<file path="src/rtl/seq_div5.sv">
// Iterative unsigned restoring divider: one quotient bit per clock, start/busy/done handshake.
// Divide-by-zero skips iteration and returns all-ones quotient with the dividend as remainder.
module seq_div5 #(
    parameter int unsigned WIDTH = 5
) (
    input  logic             CLK,
    input  logic             RST,
    input  logic             START,
    input  logic [WIDTH-1:0] A,
    input  logic [WIDTH-1:0] B,
    output logic [WIDTH-1:0] Q,
    output logic [WIDTH-1:0] R,
    output logic             BUSY,
    output logic             DONE,
    output logic             DZ
);

    localparam int unsigned CntW = (WIDTH > 2) ? $clog2(WIDTH) : 1;
    localparam logic [CntW-1:0] LastCnt = CntW'(WIDTH - 1);

    typedef enum logic [1:0] {
        StIdle,
        StRun,
        StFin
    } state_e;

    state_e            state_q, state_d;
    // Working dividend; quotient bits shift in at the LSB as dividend bits leave the MSB.
    logic [WIDTH-1:0]  dvd_q, dvd_d;
    logic [WIDTH-1:0]  dvs_q, dvs_d;
    logic [WIDTH-1:0]  pr_q, pr_d;
    logic [CntW-1:0]   cnt_q, cnt_d;
    logic [WIDTH-1:0]  q_q, q_d;
    logic [WIDTH-1:0]  r_q, r_d;
    logic              dz_q, dz_d;

    logic [WIDTH:0]    pr_shift;
    logic              ge;
    logic [WIDTH-1:0]  pr_step;
    logic [WIDTH-1:0]  quo_step;

    always_ff @(posedge CLK) begin
        if (RST) begin
            state_q <= StIdle;
            dvd_q   <= '0;
            dvs_q   <= '0;
            pr_q    <= '0;
            cnt_q   <= '0;
            q_q     <= '0;
            r_q     <= '0;
            dz_q    <= 1'b0;
        end else begin
            state_q <= state_d;
            dvd_q   <= dvd_d;
            dvs_q   <= dvs_d;
            pr_q    <= pr_d;
            cnt_q   <= cnt_d;
            q_q     <= q_d;
            r_q     <= r_d;
            dz_q    <= dz_d;
        end
    end

    always_comb begin
        state_d = state_q;
        dvd_d   = dvd_q;
        dvs_d   = dvs_q;
        pr_d    = pr_q;
        cnt_d   = cnt_q;
        q_d     = q_q;
        r_d     = r_q;
        dz_d    = dz_q;

        // The remainder after each step is below the divisor, so WIDTH bits of state suffice.
        pr_shift = {pr_q, dvd_q[WIDTH-1]};
        ge       = (pr_shift >= {1'b0, dvs_q});
        pr_step  = ge ? WIDTH'(pr_shift - {1'b0, dvs_q}) : WIDTH'(pr_shift);
        quo_step = {dvd_q[WIDTH-2:0], ge};

        unique case (state_q)
            StIdle: begin
                if (START) begin
                    if (B == '0) begin
                        q_d     = '1;
                        r_d     = A;
                        dz_d    = 1'b1;
                        state_d = StFin;
                    end else begin
                        dvd_d   = A;
                        dvs_d   = B;
                        pr_d    = '0;
                        cnt_d   = '0;
                        dz_d    = 1'b0;
                        state_d = StRun;
                    end
                end
            end
            StRun: begin
                dvd_d = quo_step;
                pr_d  = pr_step;
                cnt_d = cnt_q + 1'b1;
                if (cnt_q == LastCnt) begin
                    q_d     = quo_step;
                    r_d     = pr_step;
                    state_d = StFin;
                end
            end
            StFin: begin
                state_d = StIdle;
            end
            default: begin
                state_d = StIdle;
            end
        endcase
    end

    assign Q    = q_q;
    assign R    = r_q;
    assign DZ   = dz_q;
    assign BUSY = (state_q == StRun);
    assign DONE = (state_q == StFin);

endmodule

</file>
<file path="config.mk">
export PLATFORM = sky130hd
export DESIGN_NAME = seq_div5
export DESIGN_NICKNAME = d
export VERILOG_FILES = /design/src/rtl/seq_div5.sv
export SDC_FILE = /design/constraint.sdc
export NUM_CORES = 1
export LEC_CHECK = 0
export BUFFER_PORTS_ARGS = -buffer_cell sky130_fd_sc_hd__buf_4
export CORE_AREA = 2 2 62 64
export CTS_BUF_LIST = sky130_fd_sc_hd__clkbuf_2
export DETAILED_ROUTE_END_ITERATION = 10
export DIE_AREA = 0 0 64 66
export GPL_TIMING_DRIVEN = 0
export PLACE_DENSITY = 0.7
export SLEW_MARGIN = 10
export SYNTH_ARGS = -nofsm -noshare
export SYNTH_HDL_FRONTEND = slang
export SYNTH_SLANG_ARGS = --single-unit
</file>
<file path="constraint.sdc">
create_clock -name CLK -period 3 [get_ports CLK]
set_clock_uncertainty 0.05 [all_clocks]
set_input_delay 0.15 -clock CLK [delete_from_list [all_inputs] [get_ports CLK]]
set_output_delay 0.15 -clock CLK [all_outputs]
set_load 0.03 [all_outputs]
</file>
==> results_tabular.tex, run 1 <==
\begin{tabular}{lr}
\hline
Metric & Value \\
\hline
\multicolumn{2}{l}{\textbf{Status}} \\
Run status & completed \\
\multicolumn{2}{l}{\textbf{Synthesis}} \\
Most instantiated cells after synthesis & 31 x dfxtp\_1, 21 x nor2\_1, 20 x inv\_1 \\
Number of warnings issued by yosys & 0 \\
Number of nets in the synthesized netlist & 218 \\
Gate Count Post-Synth & 197 \\
Synth top area share & 0.364 \\
Ranking of synthesized cells by area & dfxtp\_1 36\%, ha\_1 5.1\%, nor2\_1 4.6\%, inv\_1 4.4\%, nand2\_1 4.0\% \\
EDFF count, synth & 0 \\
Most numerous cell in the Yosys netlist & dfxtp\_1 \\
Post-synthesis cell type count & 46 \\
Main synth FF type & dfxtp\_1 \\
Mean instance size in the synthesized netlist & 8.64 µm² \\
Synth area leader & dfxtp\_1 \\
Area of the mapped netlist & 1700 µm² \\
Part of the Yosys area used for sequential elements & 0.364 \\
Async set-reset flop share out of synthesis & 0 \\
Register bit count reported by yosys & 31 \\
\multicolumn{2}{l}{\textbf{STA}} \\
Unrepaired setup endpoints after global routing & no \\
Hold slack final & 84.5 ps \\
Min Clock Period, post-route & 2380 ps \\
Slew Limit Fails & 0 \\
Setup violators final & 0 \\
Count of final hold-check violations & 0 \\
Relative slew slack & 0.595 \\
Setup TNS & 0 ps \\
Slew at the pin closest to its max-slew limit & 607 ps \\
F\_max & 419 MHz \\
Period utilisation layout & 0.795 \\
\multicolumn{2}{l}{\textbf{Power and ir drop}} \\
Pwr/cell area & 478 nW/µm² \\
Power dissipated by switching net loads & 0.352 mW \\
Reg power frac & 0.480 \\
Design Power & 0.973 mW \\
Worst-case vdd ir drop & 0.265 mV \\
Part of the total power dissipated in combinational logic & 0.311 \\
Switching power share of the total & 0.362 \\
Static leakage power & 0.829 nW \\
Internal Power & 0.621 mW \\
Clock network fraction of total power & 0.209 \\
\multicolumn{2}{l}{\textbf{Layout}} \\
Filler-free cell count of the finished design & 282 \\
Fillers & 354 \\
Layout cell share with drive strength beyond 1 & 0.226 \\
Number of inserted diodes & 0 \\
Relative area change from synthesis to final layout & 19.7\% \\
Final nets & 254 \\
Post-route cell area & 2040 µm² \\
\multicolumn{2}{l}{\textbf{Floorplan}} \\
Number of placement rows & 22 \\
Initial Utilization & 0.480 \\
Width of the die & 64 µm \\
Die H & 66 µm \\
Area of the core & 3550 µm² \\
Top-level port count & 26 \\
Die area & 4220 µm² \\
\multicolumn{2}{l}{\textbf{Clock network}} \\
CTS tree & yes \\
Number of buffers created by CTS & 5 \\
CTS sink cnt & 31 \\
Quantity of gates resized following cts & 0 \\
Clock buffer depth & 2 \\
Clock-pin slew on the worst setup and hold paths & 180 ps \\
Clock root cell & clkbuf\_2 \\
H-tree depth & 2 \\
Number of setup buffers added after CTS & 0 \\
Skew-Pair Late Insertion Delay & 390 ps \\
Hold buffers post-CTS & 7 \\
\multicolumn{2}{l}{\textbf{Detailed routing}} \\
Vias post-DR & 1514 \\
Highest routed metal layer & met4 \\
WL final & 4.01 mm \\
Number of DRC violations after detailed-routing iteration 0 & 72 \\
Detailed-routing wirelength on met1 & 1.96 mm \\
Routed wire length per instance & 14.2 µm \\
\# DRC & 0 \\
Total met2 wirelength after detailed routing & 1.83 mm \\
Drt pass-1 iters & 4 \\
Count of antenna-violating nets left after detailed routing & 0 \\
Detailed-routed wire length on met3 & 158 µm \\
Vias/cell & 5.37 \\
\multicolumn{2}{l}{\textbf{Placement}} \\
Global placer's final weighted congestion & 0.815 \\
Total of buffers placed on input and output ports & 22 \\
Placement Cell Area & 1930 µm² \\
HPWL reported at the end of detailed placement & 2.89 mm \\
Placed insts & 267 \\
\multicolumn{2}{l}{\textbf{Critical path}} \\
Biggest fanout along the worst timing path & 7 \\
Critical path startpoint category & flop \\
Reg2Reg Depth & 8 \\
Required time worst endpoint & 3240 ps \\
Worst Setup End Kind & flop \\
Arrival @ worst endpoint & 2620 ps \\
Critical setup path kind & flop to flop \\
\multicolumn{2}{l}{\textbf{Global route}} \\
Combined global-route utilization of all metal layers & 0.216 \\
Pin count of the biggest net entering global routing & 11 \\
First-pass GRT wire length & 7.00 mm \\
Vias in the first global route & 1500 \\
Congestion Overflow GR & 0 \\
Number of antenna violations at the first check in global routing & 0 \\
\multicolumn{2}{l}{\textbf{Hold path}} \\
Cells on Worst Hold Path & 2 \\
Class of the worst hold path & input pin to flop \\
\multicolumn{2}{l}{\textbf{Job}} \\
Count of maximum capacitance violations & 0 \\
\hline
\end{tabular}
==> per-layer routing <==
layer | vias to the layer above | GRT usage
met3 | 8 | 0.0426
met2 | 31 | 0.352
met5 | - | 0
li1 | 773 | -
met4 | 0 | 0.0842
met1 | 702 | 0.282
==> cells by family after synthesis <==
family	after synthesis	synth area share
AO/OA/AOI/OAI	49	0.245
multiplexers	4	0.0272
flip-flops	31	0.364
buffers and inverters	33	0.0955
AND/OR/NAND/NOR	71	0.200
adder cells (fa/ha/maj)	8	0.0632
XOR/XNOR	1	0.00514
==> placed cells by master (no fill, tap or decap), drive strengths merged, types with 6 or more instances in the layout <==
master	synthesis	routed
dfxtp	31	31
buf	9	31
nor2	21	21
inv	21	21
nand2	18	18
a21oi	10	10
clkbuf	3	8
nand3	7	7
ha	7	7
dlygate4sd3	0	7
nand4	6	6
a211oi	6	6
==> flip-flops by register name (all words and copies together), names as in the netlist <==
name	flops
Q	5
pr_q	5
R	5
dvs_q	5
dvd_q	5
cnt_q	3
DZ	1
state_q	2
==> cell type report <==
cell class	instances	area, µm²	share of cell area
Multi-Input combinational cell	133	920	0.451
Sequential cell	31	621	0.304
Timing Repair Buffer	29	235	0.115
Buffer	12	81.3	0.0399
Inverter	21	81.3	0.0399
Tap cell	48	60.1	0.0295
Clock buffer	5	25.0	0.0123
Clock inverter	3	15.0	0.00737
==> power groups by stage <==
stage               combinational, mW  sequential [mW]  clock (mW)
global placement                0.290            0.475           0
floorplan                       0.196            0.492           0
global route                    0.335            0.473       0.229
finish                          0.303            0.467       0.203
detailed placement              0.292            0.476           0
CTS                             0.301            0.467       0.209
==> worst max-delay path: stages (launching register included) <==
cell and delay (ps):
dfxtp_1 350, inv_1 100, ha_1 170, inv_1 50
fa_1 430, a21oi_1 200, o221ai_1 330, o221a_2 340
a221oi_1 270
==> per-stage QoR <==
stage               utilization  setup slack [ps]
detailed placement        0.543               701
global placement          0.543               720
finish                    0.574               616
global route              0.574               478
floorplan                     -               943
CTS                       0.574               640
==> worst paths after layout <==
kind,start,to,slack [ps]
setup / recovery,dvd_q[4]$_SDFFE_PP0P_,R[4]$_SDFFE_PP0P_,620
hold reg to reg,Q[0]$_SDFFE_PP0P_,Q[0]$_SDFFE_PP0P_,410
setup reg to reg,dvd_q[4]$_SDFFE_PP0P_,R[4]$_SDFFE_PP0P_,620
hold / removal,B[2],dvs_q[2]$_SDFFE_PP0P_,80
Power figures use the tool's default switching activity.
==> run 2, diff against run 1 <==
clock period = 2.3 ns   (was 3 ns; I/O delays follow)
==> results_tabular.tex, run 2 (synthesized netlist as in run 1, its figures left out) <==
\begin{tabular}{lr}
\hline
Metric & Value \\
\hline
\multicolumn{2}{l}{\textbf{Status}} \\
Run status & completed \\
\multicolumn{2}{l}{\textbf{Floorplan}} \\
Width of the die & 64 µm (unchanged) \\
Initial Utilization & 0.480 (unchanged) \\
Die area & 4220 µm² (unchanged) \\
Die H & 66 µm (unchanged) \\
Area of the core & 3550 µm² (unchanged) \\
Number of placement rows & 22 (unchanged) \\
Top-level port count & 26 (unchanged) \\
\multicolumn{2}{l}{\textbf{Layout}} \\
Number of inserted diodes & 0 (unchanged) \\
Fillers & 349 (-1.4\%) \\
Final nets & 257 (+1.2\%) \\
Most frequent cells in the layout & 31 x dfxtp\_1, 26 x buf\_4, 21 x nor2\_1 \\
Most common cell after layout, fill and taps aside & dfxtp\_1 \\
Layout cell share with drive strength beyond 1 & 0.249 (+0.0224) \\
Filler-free cell count of the finished design & 285 (+1.1\%) \\
Relative area change from synthesis to final layout & 22.3\% \\
\multicolumn{2}{l}{\textbf{Detailed routing}} \\
Routed wire length per instance & 14.2 µm (-0.14\%) \\
Vias/cell & 5.40 (+0.65\%) \\
WL final & 4.04 mm (+0.92\%) \\
Count of antenna-violating nets left after detailed routing & 0 (unchanged) \\
Vias post-DR & 1540 (+1.7\%) \\
Drt pass-1 iters & 4 (unchanged) \\
Number of DRC violations after detailed-routing iteration 0 & 71 (-1.4\%) \\
\# DRC & 0 (unchanged) \\
\multicolumn{2}{l}{\textbf{Global route}} \\
Pin count of the biggest net entering global routing & 11 (unchanged) \\
Number of antenna violations at the first check in global routing & 0 (unchanged) \\
First-pass GRT wire length & 7.10 mm (+1.4\%) \\
Vias in the first global route & 1519 (+1.3\%) \\
Congestion Overflow GR & 0 (unchanged) \\
Combined global-route utilization of all metal layers & 0.218 (+0.00219) \\
\multicolumn{2}{l}{\textbf{Critical path}} \\
Biggest fanout along the worst timing path & 5 (-2) \\
Required time worst endpoint & 2570 ps (-670 ps) \\
Worst Setup End Kind & flop \\
Arrival @ worst endpoint & 2430 ps (-190 ps) \\
Critical setup path kind & flop to flop \\
Critical path startpoint category & flop \\
\multicolumn{2}{l}{\textbf{Hold path}} \\
Class of the worst hold path & input pin to flop \\
\multicolumn{2}{l}{\textbf{Power and ir drop}} \\
Worst-case vdd ir drop & 0.362 mV (+37\%) \\
Part of the total power dissipated in combinational logic & 0.336 (+0.025) \\
Internal Power & 0.846 mW (+36\%) \\
Power dissipated by switching net loads & 0.472 mW (+34\%) \\
Clock network fraction of total power & 0.202 (-0.007) \\
Switching power share of the total & 0.358 (-0.00399) \\
Static leakage power & 0.846 nW (+2.1\%) \\
Pwr/cell area & 633 nW/µm² (+32\%) \\
Reg power frac & 0.463 (-0.017) \\
\multicolumn{2}{l}{\textbf{Clock network}} \\
Number of buffers created by CTS & 5 (unchanged) \\
H-tree depth & 2 (unchanged) \\
CTS sink cnt & 31 (unchanged) \\
CTS tree & yes \\
Clock-pin slew on the worst setup and hold paths & 170 ps (about the same) \\
Clock buffer depth & 2 (unchanged) \\
Skew-Pair Late Insertion Delay & 380 ps (about the same) \\
Clock root cell & clkbuf\_2 \\
\multicolumn{2}{l}{\textbf{STA}} \\
Count of final hold-check violations & 0 (unchanged) \\
Slew at the pin closest to its max-slew limit & 552 ps (-54.5 ps) \\
Slew Limit Fails & 0 (unchanged) \\
Unrepaired setup endpoints after global routing & no \\
Min Clock Period, post-route & 2160 ps (-222 ps) \\
F\_max & 463 MHz (+10\%) \\
Period utilisation layout & 0.940 (+0.145) \\
Setup WS post-layout & 138 ps (-478 ps) \\
Setup violators final & 0 (unchanged) \\
Relative slew slack & 0.629 (+0.0335) \\
Setup TNS & 0 ps (unchanged) \\
\multicolumn{2}{l}{\textbf{Placement}} \\
Global placer's final weighted congestion & 0.815 (unchanged) \\
Placed insts & 267 (unchanged) \\
Total of buffers placed on input and output ports & 22 (unchanged) \\
HPWL reported at the end of detailed placement & 2.89 mm (unchanged) \\
Worst slack after detailed placement & 1.00 ps (-700 ps) \\
\multicolumn{2}{l}{\textbf{Job}} \\
Count of maximum capacitance violations & 0 (unchanged) \\
\hline
\end{tabular}
## run 2: worst paths after layout
check,depth (start not counted),end,start,slack (ps)
setup / recovery,8,R[2]$_SDFFE_PP0P_,dvd_q[4]$_SDFFE_PP0P_,140
setup reg to reg,8,R[2]$_SDFFE_PP0P_,dvd_q[4]$_SDFFE_PP0P_,140
hold / removal,2,dvs_q[2]$_SDFFE_PP0P_,B[2],50
hold reg to reg,2,Q[0]$_SDFFE_PP0P_,Q[0]$_SDFFE_PP0P_,410
## run 2: metrics by stage
stage	util	cell area, µm²	hold slack, ps	power, mW
finish	0.586	2080	47.5	1.32
global route	0.586	2080	45.2	1.40
CTS	0.582	2070	35.4	1.31
detailed placement	0.543	1930	295	1.00
global placement	0.543	1930	292	0.998
floorplan	-	1700	191	0.897
## run 2: what timing repair did
item | 4_1_cts | 5_1_grt
buffers inserted | 3 | 0
pin swaps | 1 | 0
resized for setup | 1 | 3
endpoints found under the hold margin | 7 | 0
hold buffers | 7 | 0
endpoints found under the setup margin | 2 | 8
gates cloned | 0 | 0
## run 2: final cells by class
type,instances,area [µm²],area share
multi-input combinational,133,941,0.452
sequential,31,621,0.298
timing repair buffer,32,258,0.124
buffer,12,81.3,0.0391
inverter,21,81.3,0.0391
tap,48,60.1,0.0288
clock buffer,5,25.0,0.0120
clock inverter,3,15.0,0.00721
## run 2: power by group through the flow
stage                     clock network [mW]  registers [mW]  logic [mW]
after floorplan                            0           0.642       0.255
after global placement                     0           0.620       0.378
after detailed placement                   0           0.621       0.381
after CTS                              0.272           0.609       0.426
after global routing                   0.298           0.617       0.488
final                                  0.266           0.610       0.442
## run 2: metal layers
metal,GRT usage,part of all wire,vias up
met5,0,0,-
met4,0.0842,0.016,0
met3,0.0426,0.054,8
met2,0.355,0.45,40
met1,0.285,0.48,715
li1,-,-,777
## run 2: critical path: stages (launching register included)
cell	delay, ps
dfxtp_1	350
inv_1	100
ha_1	170
inv_1	50
fa_2	370
a21oi_2	170
o221a_4	250
mux2_2	380
a221oi_2	200
==> run 3, diff against run 2 <==
PLACE_DENSITY = 0.69   (was 0.7)
==> results_tabular.tex, run 3 (synthesized netlist as in run 1, its figures left out) <==
\begin{tabular}{lr}
\hline
Metric & Value \\
\hline
\multicolumn{2}{l}{\textbf{Global route}} \\
Combined global-route utilization of all metal layers & 0.223 (+0.00446) \\
Number of antenna violations at the first check in global routing & 0 (unchanged) \\
Congestion Overflow GR & 0 (unchanged) \\
First-pass GRT wire length & 7.11 mm (+0.18\%) \\
Pin count of the biggest net entering global routing & 11 (unchanged) \\
Vias in the first global route & 1520 (+0.066\%) \\
\multicolumn{2}{l}{\textbf{Critical path}} \\
Critical setup path kind & flop to flop \\
Critical path startpoint category & flop \\
Setup slack of the most critical reg-to-reg path & 180 ps (+40 ps) \\
Biggest fanout along the worst timing path & 4 (-1) \\
Required time worst endpoint & 2570 ps (about the same) \\
Worst Setup End Kind & flop \\
Arrival @ worst endpoint & 2390 ps (-40 ps) \\
\multicolumn{2}{l}{\textbf{Layout}} \\
Most frequent cells in the layout & 31 x dfxtp\_1, 25 x buf\_4, 21 x nor2\_1 \\
Final nets & 256 (-0.39\%) \\
Filler-free cell count of the finished design & 284 (-0.35\%) \\
Most common cell after layout, fill and taps aside & dfxtp\_1 \\
Fillers & 322 (-7.7\%) \\
Relative area change from synthesis to final layout & 21.8\% \\
Layout cell share with drive strength beyond 1 & 0.254 (+0.00529) \\
Number of inserted diodes & 0 (unchanged) \\
\multicolumn{2}{l}{\textbf{STA}} \\
Period utilisation layout & 0.923 (-0.0170) \\
F\_max & 471 MHz (+1.8\%) \\
Slew Limit Fails & 0 (unchanged) \\
Setup violators final & 0 (unchanged) \\
Slew at the pin closest to its max-slew limit & 523 ps (-29.1 ps) \\
Setup TNS & 0 ps (unchanged) \\
Unrepaired setup endpoints after global routing & no \\
Count of final hold-check violations & 0 (unchanged) \\
Min Clock Period, post-route & 2120 ps (-39.1 ps) \\
Relative slew slack & 0.648 (+0.0196) \\
\multicolumn{2}{l}{\textbf{Clock network}} \\
Skew-Pair Late Insertion Delay & 390 ps (about the same) \\
Clock buffer depth & 2 (unchanged) \\
CTS sink cnt & 31 (unchanged) \\
Clock-pin slew on the worst setup and hold paths & 160 ps (about the same) \\
H-tree depth & 2 (unchanged) \\
Number of buffers created by CTS & 5 (unchanged) \\
Clock root cell & clkbuf\_2 \\
CTS tree & yes \\
\multicolumn{2}{l}{\textbf{Job}} \\
Count of maximum capacitance violations & 0 (unchanged) \\
\multicolumn{2}{l}{\textbf{Floorplan}} \\
Number of placement rows & 22 (unchanged) \\
Initial Utilization & 0.480 (unchanged) \\
Width of the die & 64 µm (unchanged) \\
Area of the core & 3550 µm² (unchanged) \\
Die H & 66 µm (unchanged) \\
Top-level port count & 26 (unchanged) \\
Die area & 4220 µm² (unchanged) \\
\multicolumn{2}{l}{\textbf{Detailed routing}} \\
WL final & 4.03 mm (-0.42\%) \\
Vias/cell & 5.38 (-0.43\%) \\
Routed wire length per instance & 14.2 µm (about the same) \\
Vias post-DR & 1528 (-0.78\%) \\
Number of DRC violations after detailed-routing iteration 0 & 56 (-21\%) \\
\# DRC & 0 (unchanged) \\
Drt pass-1 iters & 4 (unchanged) \\
Count of antenna-violating nets left after detailed routing & 0 (unchanged) \\
\multicolumn{2}{l}{\textbf{Power and ir drop}} \\
Static leakage power & 0.850 nW (+0.47\%) \\
Pwr/cell area & 635 nW/µm² (+0.33\%) \\
Worst-case vdd ir drop & 0.309 mV (-15\%) \\
\multicolumn{2}{l}{\textbf{Placement}} \\
Total of buffers placed on input and output ports & 22 (unchanged) \\
Global placer's final weighted congestion & 0.805 (-1.2\%) \\
HPWL reported at the end of detailed placement & 2.91 mm (+0.99\%) \\
Placed insts & 267 (unchanged) \\
\multicolumn{2}{l}{\textbf{Hold path}} \\
Class of the worst hold path & input pin to flop \\
\multicolumn{2}{l}{\textbf{Status}} \\
Run status & completed \\
\hline
\end{tabular}
-- run 3: cell count changes in the layout (fill, tap and decap cells not counted) --
| cell | previous run | this run |
|---|---|---|
| clkinvlp_4 | 1 | 0 |
| clkbuf_2 | 5 | 7 |
| buf_4 | 26 | 25 |
| clkinv_1 | 2 | 0 |
| clkinv_2 | 0 | 1 |
-- run 3: path summary, 6_finish.rpt --
check | from | end | cells past startpoint
worst max register to register | dvd_q[4]$_SDFFE_PP0P_ | R[2]$_SDFFE_PP0P_ | 8
worst max-delay path | dvd_q[4]$_SDFFE_PP0P_ | R[2]$_SDFFE_PP0P_ | 8
worst min-delay path | B[2] | dvs_q[2]$_SDFFE_PP0P_ | 2
worst min register to register | Q[0]$_SDFFE_PP0P_ | Q[0]$_SDFFE_PP0P_ | 2
-- run 3: what timing repair did --
| action | CTS | global route |
|---|---|---|
| resized for setup | 2 | 2 |
| cloned | 0 | 0 |
| buffers inserted | 2 | 0 |
| endpoints found under the setup margin | 2 | 5 |
| hold buffers | 7 | 0 |
| hold endpoints to repair | 7 | 0 |
| pin swaps | 1 | 0 |
-- run 3: where the power goes --
| part | switching, mW | total, mW | internal (mW) |
|---|---|---|---|
| registers | 0.0292 | 0.609 | 0.580 |
| logic | 0.245 | 0.435 | 0.190 |
| clock network | 0.190 | 0.272 | 0.0827 |
-- run 3: layer usage --
layer	wire (µm)	track usage	up-vias
met3	215	0.0647	10
met1	1940	0.283	699
met4	91	0.106	0
met2	1780	0.346	41
li1	-	-	778
met5	0	0	-
-- run 3: stage by stage --
step	setup WS, ps	power [mW]	hold WS, ps	instance area, µm²	utilization
2_1_floorplan	243	0.897	191	1700	-
3_3_place_gp	4.67	0.999	293	1930	0.543
3_5_place_dp	18.6	1.00	297	1930	0.543
4_1_cts	61.5	1.31	7.11	2060	0.581
5_1_grt	19.1	1.40	16.9	2070	0.584
6_report	177	1.32	23.2	2070	0.584
-- run 3: area by class of cell --
cell class	count	area (µm²)	share of cell area
tap	48	60.1	0.0290
multi-input combinational	133	941	0.454
buffer	12	81.3	0.0392
clock inverter	1	5.00	0.00241
timing repair buffer	31	250	0.121
inverter	21	81.3	0.0392
sequential	31	621	0.299
clock buffer	7	35.0	0.0169
-- run 3: worst max-delay path, stage by stage (launching register included) --
cell,delay (ps)
dfxtp_1,340
inv_1,90
ha_1,160
inv_1,50
fa_2,370
a21oi_2,180
o221a_4,240
mux2_2,370
a221oi_2,200
